[src/rtl/vdp_pkg.sv]
// rtl/vdp_pkg.sv - shared constants and control-byte opcodes for the VDP CPU port
package vdp_pkg;

    localparam logic VDP_PORT_DATA = 1'b0;
    localparam logic VDP_PORT_CTRL = 1'b1;

    // Second control byte, bits [7:6]; bit 7 set selects a register write
    typedef enum logic [1:0] {
        CTRL_RADDR  = 2'b00,
        CTRL_WADDR  = 2'b01,
        CTRL_REG    = 2'b10,
        CTRL_REG_HI = 2'b11
    } ctrl_op_t;

    localparam int F_BIT  = 7;
    localparam int IE_BIT = 5;

endpackage

[src/rtl/vdp_vram_req.sv]
// rtl/vdp_vram_req.sv - single-outstanding VRAM request holder
module vdp_vram_req #(
    parameter int ADDR_W = 14
) (
    input  logic              clk,
    input  logic              reset,
    input  logic              start,
    input  logic              start_we,
    input  logic [ADDR_W-1:0] start_addr,
    input  logic [7:0]        start_wdata,
    input  logic              vram_ack,
    output logic              vram_req,
    output logic              vram_we,
    output logic [ADDR_W-1:0] vram_addr,
    output logic [7:0]        vram_wdata,
    output logic              busy,
    output logic              done
);

    // Request fields are frozen from start until the ack cycle; a start while busy is dropped
    always_ff @(posedge clk or posedge reset) begin
        if (reset) begin
            vram_req   <= 1'b0;
            vram_we    <= 1'b0;
            vram_addr  <= '0;
            vram_wdata <= '0;
        end else if (vram_req) begin
            if (vram_ack) begin
                vram_req <= 1'b0;
            end
        end else if (start) begin
            vram_req   <= 1'b1;
            vram_we    <= start_we;
            vram_addr  <= start_addr;
            vram_wdata <= start_wdata;
        end
    end

    assign busy = vram_req;
    assign done = vram_req & vram_ack;

endmodule

[src/rtl/vdp_cpu_port.sv]
// rtl/vdp_cpu_port.sv - TMS9918-style CPU port: control protocol, read-ahead, status, VRAM access
import vdp_pkg::*;

module vdp_cpu_port #(
    parameter int ADDR_W   = 14,
    parameter int NUM_REGS = 8
) (
    input  logic                  clk,
    input  logic                  reset,
    input  logic                  wr_tick,
    input  logic                  rd_tick,
    input  logic                  a0,
    input  logic [7:0]            din,
    output logic [7:0]            dout,
    output logic                  cpu_busy,
    output logic                  vram_req,
    output logic                  vram_we,
    output logic [ADDR_W-1:0]     vram_addr,
    output logic [7:0]            vram_wdata,
    input  logic                  vram_ack,
    input  logic [7:0]            vram_rdata,
    input  logic                  frame_tick,
    input  logic [6:0]            sprite_status,
    output logic [8*NUM_REGS-1:0] regs,
    output logic                  irq
);

    logic [7:0]        latch;
    logic [7:0]        buffer;
    logic              flag;
    logic              f;
    logic              overrun;
    logic [ADDR_W-1:0] addr;
    logic              busy;
    logic              done;
    logic              start;
    logic              start_we;
    logic [ADDR_W-1:0] start_addr;
    logic [ADDR_W-1:0] setup_addr;
    ctrl_op_t          ctrl_op;

    assign setup_addr = ADDR_W'({din[5:0], latch});
    assign ctrl_op    = ctrl_op_t'(din[7:6]);

    // Requests are launched only when idle; wr_tick wins over a simultaneous rd_tick
    always_comb begin
        start      = 1'b0;
        start_we   = 1'b0;
        start_addr = addr;
        if (wr_tick) begin
            if (!busy) begin
                if (a0 == VDP_PORT_DATA) begin
                    start    = 1'b1;
                    start_we = 1'b1;
                end else if (flag && ctrl_op == CTRL_RADDR) begin
                    start      = 1'b1;
                    start_addr = setup_addr;
                end
            end
        end else if (rd_tick && a0 == VDP_PORT_DATA && !busy) begin
            start = 1'b1;
        end
    end

    vdp_vram_req #(.ADDR_W(ADDR_W)) u_req (
        .clk         (clk),
        .reset       (reset),
        .start       (start),
        .start_we    (start_we),
        .start_addr  (start_addr),
        .start_wdata (din),
        .vram_ack    (vram_ack),
        .vram_req    (vram_req),
        .vram_we     (vram_we),
        .vram_addr   (vram_addr),
        .vram_wdata  (vram_wdata),
        .busy        (busy),
        .done        (done)
    );

    always_ff @(posedge clk or posedge reset) begin
        if (reset) begin
            regs    <= '0;
            latch   <= '0;
            flag    <= 1'b0;
            addr    <= '0;
            buffer  <= '0;
            f       <= 1'b0;
            overrun <= 1'b0;
            dout    <= '0;
        end else begin
            // Prefetch completion; a setup in the same cycle overrides addr below
            if (done && !vram_we) begin
                buffer <= vram_rdata;
                addr   <= addr + ADDR_W'(1);
            end
            if (frame_tick) begin
                f <= 1'b1;
            end
            if (wr_tick) begin
                flag <= 1'b0;
                if (a0 == VDP_PORT_CTRL) begin
                    if (!flag) begin
                        latch <= din;
                        flag  <= 1'b1;
                    end else begin
                        case (ctrl_op)
                            CTRL_REG, CTRL_REG_HI: begin
                                for (int n = 0; n < NUM_REGS; n++) begin
                                    if (din[2:0] == 3'(n)) begin
                                        regs[8*n +: 8] <= latch;
                                    end
                                end
                            end
                            CTRL_WADDR: addr <= setup_addr;
                            CTRL_RADDR: begin
                                if (busy) begin
                                    overrun <= 1'b1;
                                end else begin
                                    addr <= setup_addr;
                                end
                            end
                            default: ;
                        endcase
                    end
                end else if (busy) begin
                    overrun <= 1'b1;
                end else begin
                    buffer <= din;
                    addr   <= addr + ADDR_W'(1);
                end
            end else if (rd_tick) begin
                flag <= 1'b0;
                if (a0 == VDP_PORT_CTRL) begin
                    // Old F is returned; a coincident frame_tick keeps F set
                    dout <= {f, sprite_status};
                    if (!frame_tick) begin
                        f <= 1'b0;
                    end
                end else if (busy) begin
                    overrun <= 1'b1;
                end else begin
                    dout <= buffer;
                end
            end
        end
    end

    assign cpu_busy = busy;
    assign irq      = f & regs[8 + IE_BIT];

endmodule

[config.mk]
export PLATFORM = sky130hd
export DESIGN_NAME = vdp_cpu_port
export DESIGN_NICKNAME = d
export VERILOG_FILES = /design/src/rtl/vdp_pkg.sv /design/src/rtl/vdp_vram_req.sv /design/src/rtl/vdp_cpu_port.sv
export SDC_FILE = /design/constraint.sdc
export NUM_CORES = 1
export LEC_CHECK = 0
export ABC_CLOCK_PERIOD_IN_PS = 3050
export CAP_MARGIN = 10
export CORE_ASPECT_RATIO = 1.25
export CORE_MARGIN = 8
export CORE_UTILIZATION = 47
export DETAILED_ROUTE_END_ITERATION = 10
export PLACE_DENSITY_LB_ADDON = 0.3
export SLEW_MARGIN = 20
export SYNTH_ARGS = -nofsm -noshare
export SYNTH_HDL_FRONTEND = slang
export SYNTH_HIERARCHICAL = 1
export SYNTH_SLANG_ARGS = --single-unit
[constraint.sdc]
create_clock -name clk -period 3.05 [get_ports clk]
set_input_delay 0.4575 -clock clk [delete_from_list [all_inputs] [get_ports clk]]
set_output_delay 0.4575 -clock clk [all_outputs]
set_load 0.01 [all_outputs]
==> flow_metrics.py, run 1 <==
metrics = {
    "status": {
        "status": "finished, final reports clean",
    },
    "min_path": {
        "worstHoldPathType": "in -> async",
    },
    "critical_path": {
        "crit_fanout": 14,
        "crit_required_ns": 3.34,
        "end_kind": "flop",
        "rrSetupSlack_ns": 0.91,
        "cp-start-kind": "input port",
        "worstSetupPathType": "in -> reg",
        "r2r_cells": 6,
        "worstPathArrival_ns": 2.54,
    },
    "global_route": {
        "grt_antenna_before_repair": 0,
        "track_usage_pct": 20.5,
        "first_global_vias": 4923,
        "globalRoute.totalOverflow": 0,
        "grt_pass1_wl_um": 27400,
        "grt_max_degree": 51,
    },
    "clocking": {
        "clock_sinks": 128,
        "htreeDepth": 4,
        "cts_inserted_buffers": 17,
        "clock-root-buffer": "clkbuf_16",
        "clkLatencyLatePin_ns": 0.41,
        "cts_tree": "yes",
        "cts_setup_buffers": 0,
        "cts_resized": 0,
        "cts.reportedPaths.clkPinSlew_ns": 0.06,
        "clk_path_buf_depth": 2,
        "cts_hold_buf": 0,
    },
    "yosys": {
        "synthMostInstantiatedCell": "dfrtp_1",
        "synthArstFlopShare_pct": 100,
        "synthFlopType": "dfrtp_1",
        "synth.top_cell.area_share_pct": 51.6,
        "ys_seq_elements": 128,
        "yosys-top-cells-area": "dfrtp_1, mux2_2, mux2_4",
        "avgSynthCellArea_um2": 12.2,
        "synthTopCellsByCount": "dfrtp_1, mux2_2, nand2_1",
        "ys_seq_area_share_pct": 51.6,
        "ys_warn_count": 6,
        "synth_edf_count": 0,
        "syn_nets": 538,
        "synth_largest_area_cell": "dfrtp_1",
        "ys_types": 59,
        "synth_cells": 507,
        "synthesis.area_um2": 6210,
    },
    "power_and_ir_drop": {
        "pwr-share-clk_pct": 30.5,
        "pwr-share-seq_pct": 37.7,
        "combPwrFrac_pct": 31.8,
        "p_per_area_nw_per_um2": 825,
        "cell_internal_pwr_mw": 4.70,
        "power_switching_mw": 2.14,
        "power_leakage_nw": 3.61,
        "ir_drop_mv": 0.434,
        "p_sw_share_pct": 31.3,
    },
    "sta": {
        "tns_ns": 0,
        "maxSlewViolCount": 0,
        "slew_headroom_pct": 41.2,
        "timing.fmax_mhz": 446,
        "hold_viol": 0,
        "fin_ws_ns": 0.807,
        "worst_pin_slew_ns": 0.880,
        "grt_setup_unrepaired": "false",
        "period_minus_slack_ns": 2.24,
        "skew_ns": 0.00771,
        "finalSetupViolations": 0,
        "finalCritPeriodShare_pct": 73.5,
    },
    "layout": {
        "diodes": 0,
        "final_nets": 669,
        "final_cells": 822,
        "drive_gt1_share_pct": 28.4,
        "areaGrowthSynthToFinish_pct": 33.5,
    },
    "detailed_routing": {
        "postRouteWirelength_um": 16800,
        "vias_per_cell": 5.54,
        "wire_per_inst_um": 20.5,
        "dr.first_iter.drc_count": 252,
        "antenna_left": 0,
        "drc": 0,
        "vias": 4551,
        "drtPass1Iterations": 4,
    },
    "die": {
        "row_count": 47,
        "placeableCoreArea_um2": 13100,
        "die_h_um": 144,
        "start_util_pct": 47.5,
        "ios": 128,
        "design.die.area_um2": 17200,
        "die-width_um": 119,
    },
    "place": {
        "routabilityCongestion": 0.922,
        "post-place-ws_ns": 0.396,
        "dp_hpwl_um": 11900,
        "port-buffer-count": 127,
        "dp_cells": 790,
    },
    "run": {
        "maxCapViolCount": 0,
    },
}
==> stage by stage <==
stage | power, mW | hold slack (ns) | utilization (%) | cell area, um2
finish | 6.84 | 0.401 | 63.5 | 8290
floorplan | 3.80 | 0.463 | - | 6210
CTS | 6.91 | 0.405 | 63.5 | 8290
global route | 7.21 | 0.439 | 63.5 | 8290
detailed placement | 4.79 | 0.493 | 58.8 | 7680
global placement | 4.73 | 0.489 | 58.8 | 7680
==> cells in the final DEF (no fill, tap or decap), types with 3 or more instances in the layout <==
cell type        Yosys  routed
o22ai_1              4       4
or3b_2               3       3
and3_1               3       3
xnor2_1              7       7
a21oi_1             22      22
mux2i_1             16      16
xor2_1               5       5
mux2_4              30      30
nor3_2               3       3
nand2_1             34      34
inv_6                0       3
nor2b_1              5       4
nand4_1              5       5
clkdlybuf4s50_1      0     127
o21ai_0             23      23
and2_1               4       4
clkinv_4             0       3
inv_1                5       4
clkbuf_16            0      17
mux2_2              80      80
nand3_1              8       8
buf_4                2      20
nor4_1               6       6
dfrtp_1            128     128
clkinvlp_4           0       4
nand2b_1             3       3
nor2_1              28      28
bufinv_16            0       3
nor3_1               8       8
==> kinds of logic (layout without fill, tap and decap cells) <==
family          count (synthesis)  in the layout  synth area share, %
flops                         128            128                 51.6
simple gates                  124            124                 10.8
buf+inv                        42            186                 3.71
mux                           126            126                 24.3
fa+ha+maj                       1              1                0.202
xor+xnor                       12             12                 1.69
compound gates                 74             74                 7.60
==> final timing paths <==
check	start	end
max	wr_tick	u_req/vram_addr[6]
min	reset	addr[13]
max reg2reg	addr[1]	addr[10]
min reg2reg	f	f
max in group asynchronous	reset	addr[6]
min in group clk	f	f
==> power by group through the flow <==
stage,clock network [mW],registers (mW),logic [mW]
floorplan,0,2.55,1.26
finish,2.09,2.58,2.17
detailed placement,0,2.60,2.19
global placement,0,2.59,2.14
CTS,2.12,2.58,2.20
global route,2.19,2.65,2.36
==> per-layer routing <==
layer	vias up	GRT usage, %	share of wire (%)
li1	2083	-	-
met1	2273	23.5	40
met2	165	33.8	49
met3	30	7.93	8.8
met4	0	8.34	2.3
met5	-	0	0
==> state kept, by name (all words and copies together), names as in the netlist <==
name              cells
addr                 14
buffer                8
dout                  8
f                     1
flag                  1
latch                 8
regs                 64
u_req/busy            1
u_req/vram_addr      14
u_req/vram_wdata      8
u_req/vram_we         1
==> critical path, cell delays in order <==
cell	delay (ns)
clkdlybuf4s50_1	0.68
nand2_1	0.11
or4_1	0.47
buf_4	0.23
mux2_4	0.32
mux2_4	0.26
==> area by class of cell <==
| cell class | instances | area, um2 |
|---|---|---|
| clock buffer | 18 | 429 |
| clock inverter | 14 | 181 |
| fill | 1067 | 4770 |
| inverter | 5 | 22.5 |
| multi-input combinational | 337 | 2780 |
| sequential | 128 | 3200 |
| tap | 171 | 214 |
| timing repair buffer | 149 | 1460 |
Note: power is estimated with default switching activity, not from simulation.
==> run 2, diff against run 1 <==
- ABC_CLOCK_PERIOD_IN_PS: 3050 -> 2150
- CORE_UTILIZATION: 47 -> 50
- clock period: 3.05 -> 2.15 ns (I/O delays scaled with it)
==> flow_metrics.py, run 2 (synthesis results as in run 1) <==
metrics = {
    "critical_path": {
        "crit_fanout": 7,
        "path_cells": "ha_1 -> nand4_1 -> o21a_1 -> a211o_1 -> a221o_1 -> o2bb2ai_1",
        "crit_required_ns": 2.45,
        "crit_path_max_incr_delay_ns": 0.36,
        "cp_top_family": "compound AO/OA/AOI/OAI gates",
        "cp-start-kind": "flop",
        "cp_slowest_cell": "dfrtp_1",
        "worstPathArrival_ns": 2.28,
        "worst-path-buf-inv": 0,
        "end_kind": "flop",
        "worstSetupPathType": "reg -> reg",
    },
    "die": {
        "row_count": 45,
        "placeableCoreArea_um2": 12200,
        "die_h_um": 141,
        "start_util_pct": 51.0,
        "ios": 128,
        "design.die.area_um2": 16300,
        "die-width_um": 116,
    },
    "layout": {
        "diodes": 0,
        "final_nets": 703,
        "fillers": 886,
        "largest_register_ffs": 64,
        "reg_top3": "regs: 64 flops, addr: 14 flops, u_req/vram_addr: 14 flops",
        "top_register": "regs",
        "final_common_cell": "dfrtp_1",
        "drive_gt1_share_pct": 32.1,
        "final_cell_mix": "dfrtp_1, clkdlybuf4s50_1, mux2_2, buf_4, nand2_1",
        "areaGrowthSynthToFinish_pct": 38.1,
    },
    "sta": {
        "worst_pin_slew_ns": 0.541,
        "hold_viol": 0,
        "period_minus_slack_ns": 1.98,
        "maxSlewViolCount": 0,
        "skew_ns": 0.00697,
        "finalCritPeriodShare_pct": 92.3,
        "hold_ws_ns": 0.332,
        "timing.fmax_mhz": 504,
        "slew_headroom_pct": 63.8,
        "fin_ws_ns": 0.166,
        "grt_setup_unrepaired": "false",
        "finalSetupViolations": 0,
    },
    "clocking": {
        "clkLatencyLatePin_ns": 0.41,
        "clock_sinks": 128,
        "cts_inserted_buffers": 17,
        "cts_resized": 0,
        "htreeDepth": 4,
        "cts_tree": "yes",
        "cts.reportedPaths.clkPinSlew_ns": 0.06,
        "cts_hold_buf": 0,
        "clock-root-buffer": "clkbuf_16",
        "clk_path_buf_depth": 2,
        "cts_setup_buffers": 0,
    },
    "power_and_ir_drop": {
        "p_per_area_nw_per_um2": 1160,
        "ir_drop_mv": 0.612,
        "power_leakage_nw": 3.80,
    },
    "min_path": {
        "worstHoldPathType": "in -> async",
    },
    "detailed_routing": {
        "wire_per_inst_um": 20.9,
        "dr.first_iter.drc_count": 243,
        "drc": 0,
        "drtPass1Iterations": 4,
        "vias_per_cell": 5.58,
        "vias": 4737,
        "antenna_left": 0,
        "postRouteWirelength_um": 17700,
    },
    "global_route": {
        "grt_pass1_wl_um": 28100,
        "first_global_vias": 5095,
        "track_usage_pct": 22.5,
        "globalRoute.totalOverflow": 0,
        "grt_antenna_before_repair": 1,
        "grt_max_degree": 52,
    },
    "place": {
        "post-place-ws_ns": -0.162,
        "routabilityCongestion": 0.894,
        "dp_hpwl_um": 12400,
        "port-buffer-count": 127,
    },
    "run": {
        "maxCapViolCount": 0,
    },
    "status": {
        "status": "finished, final reports clean",
    },
}
-- run 2: changes by cell type in the layout (fill, tap and decap cells not counted), sizes merged --
cell      previous run  this run
inv                  8        12
clkinv               4         3
clkinvlp             4         2
bufinv               3         2
buf                 22        56
-- run 2: where the power goes --
part	total (mW)	internal, mW	switching [mW]
sequential	3.63	3.03	0.598
combinational	3.31	1.91	1.39
clock	2.96	1.78	1.18
-- run 2: final cells by class --
class	instances	area, um2	area share, %
clock buffer	18	439	5.12
multi-input combinational	337	2780	32.4
timing repair buffer	183	1750	20.5
sequential	128	3200	37.4
clock inverter	14	169	1.97
inverter	5	22.5	0.263
tap	164	205	2.39
-- run 2: metal layers --
| layer | vias to the layer above | GRT usage, % | wire length, um |
|---|---|---|---|
| met3 | 41 | 7.69 | 1440 |
| met1 | 2365 | 25.1 | 6720 |
| met4 | 2 | 10.3 | 615 |
| met5 | - | 0 | 13 |
| li1 | 2146 | - | - |
| met2 | 183 | 37.9 | 8920 |
-- run 2: path summary, 6_finish.rpt --
check / start / endpoint / slack, ns / depth (start not counted)
setup / recovery: addr[0] / addr[10] / 0.17 / 6
setup reg to reg: addr[0] / addr[10] / 0.17 / 6
min in group clk: frame_tick / f / 0.48 / 2
hold / removal: reset / addr[11] / 0.33 / 2
hold reg to reg: regs[29] / regs[29] / 0.51 / 1
max in group asynchronous: reset / latch[2] / 1.20 / 3
-- run 2: through the flow --
step                TNS (ns)  std cells  util (%)  power [mW]  cell area [um2]
finish                     0        849      70.5        9.90             8570
floorplan                  0        507         -        5.40             6210
global route               0        849      70.5        10.4             8570
global placement       -2.21        817      65.5        6.87             7960
CTS                        0        849      70.5        9.97             8570
detailed placement     -3.07        817      65.5        6.97             7960
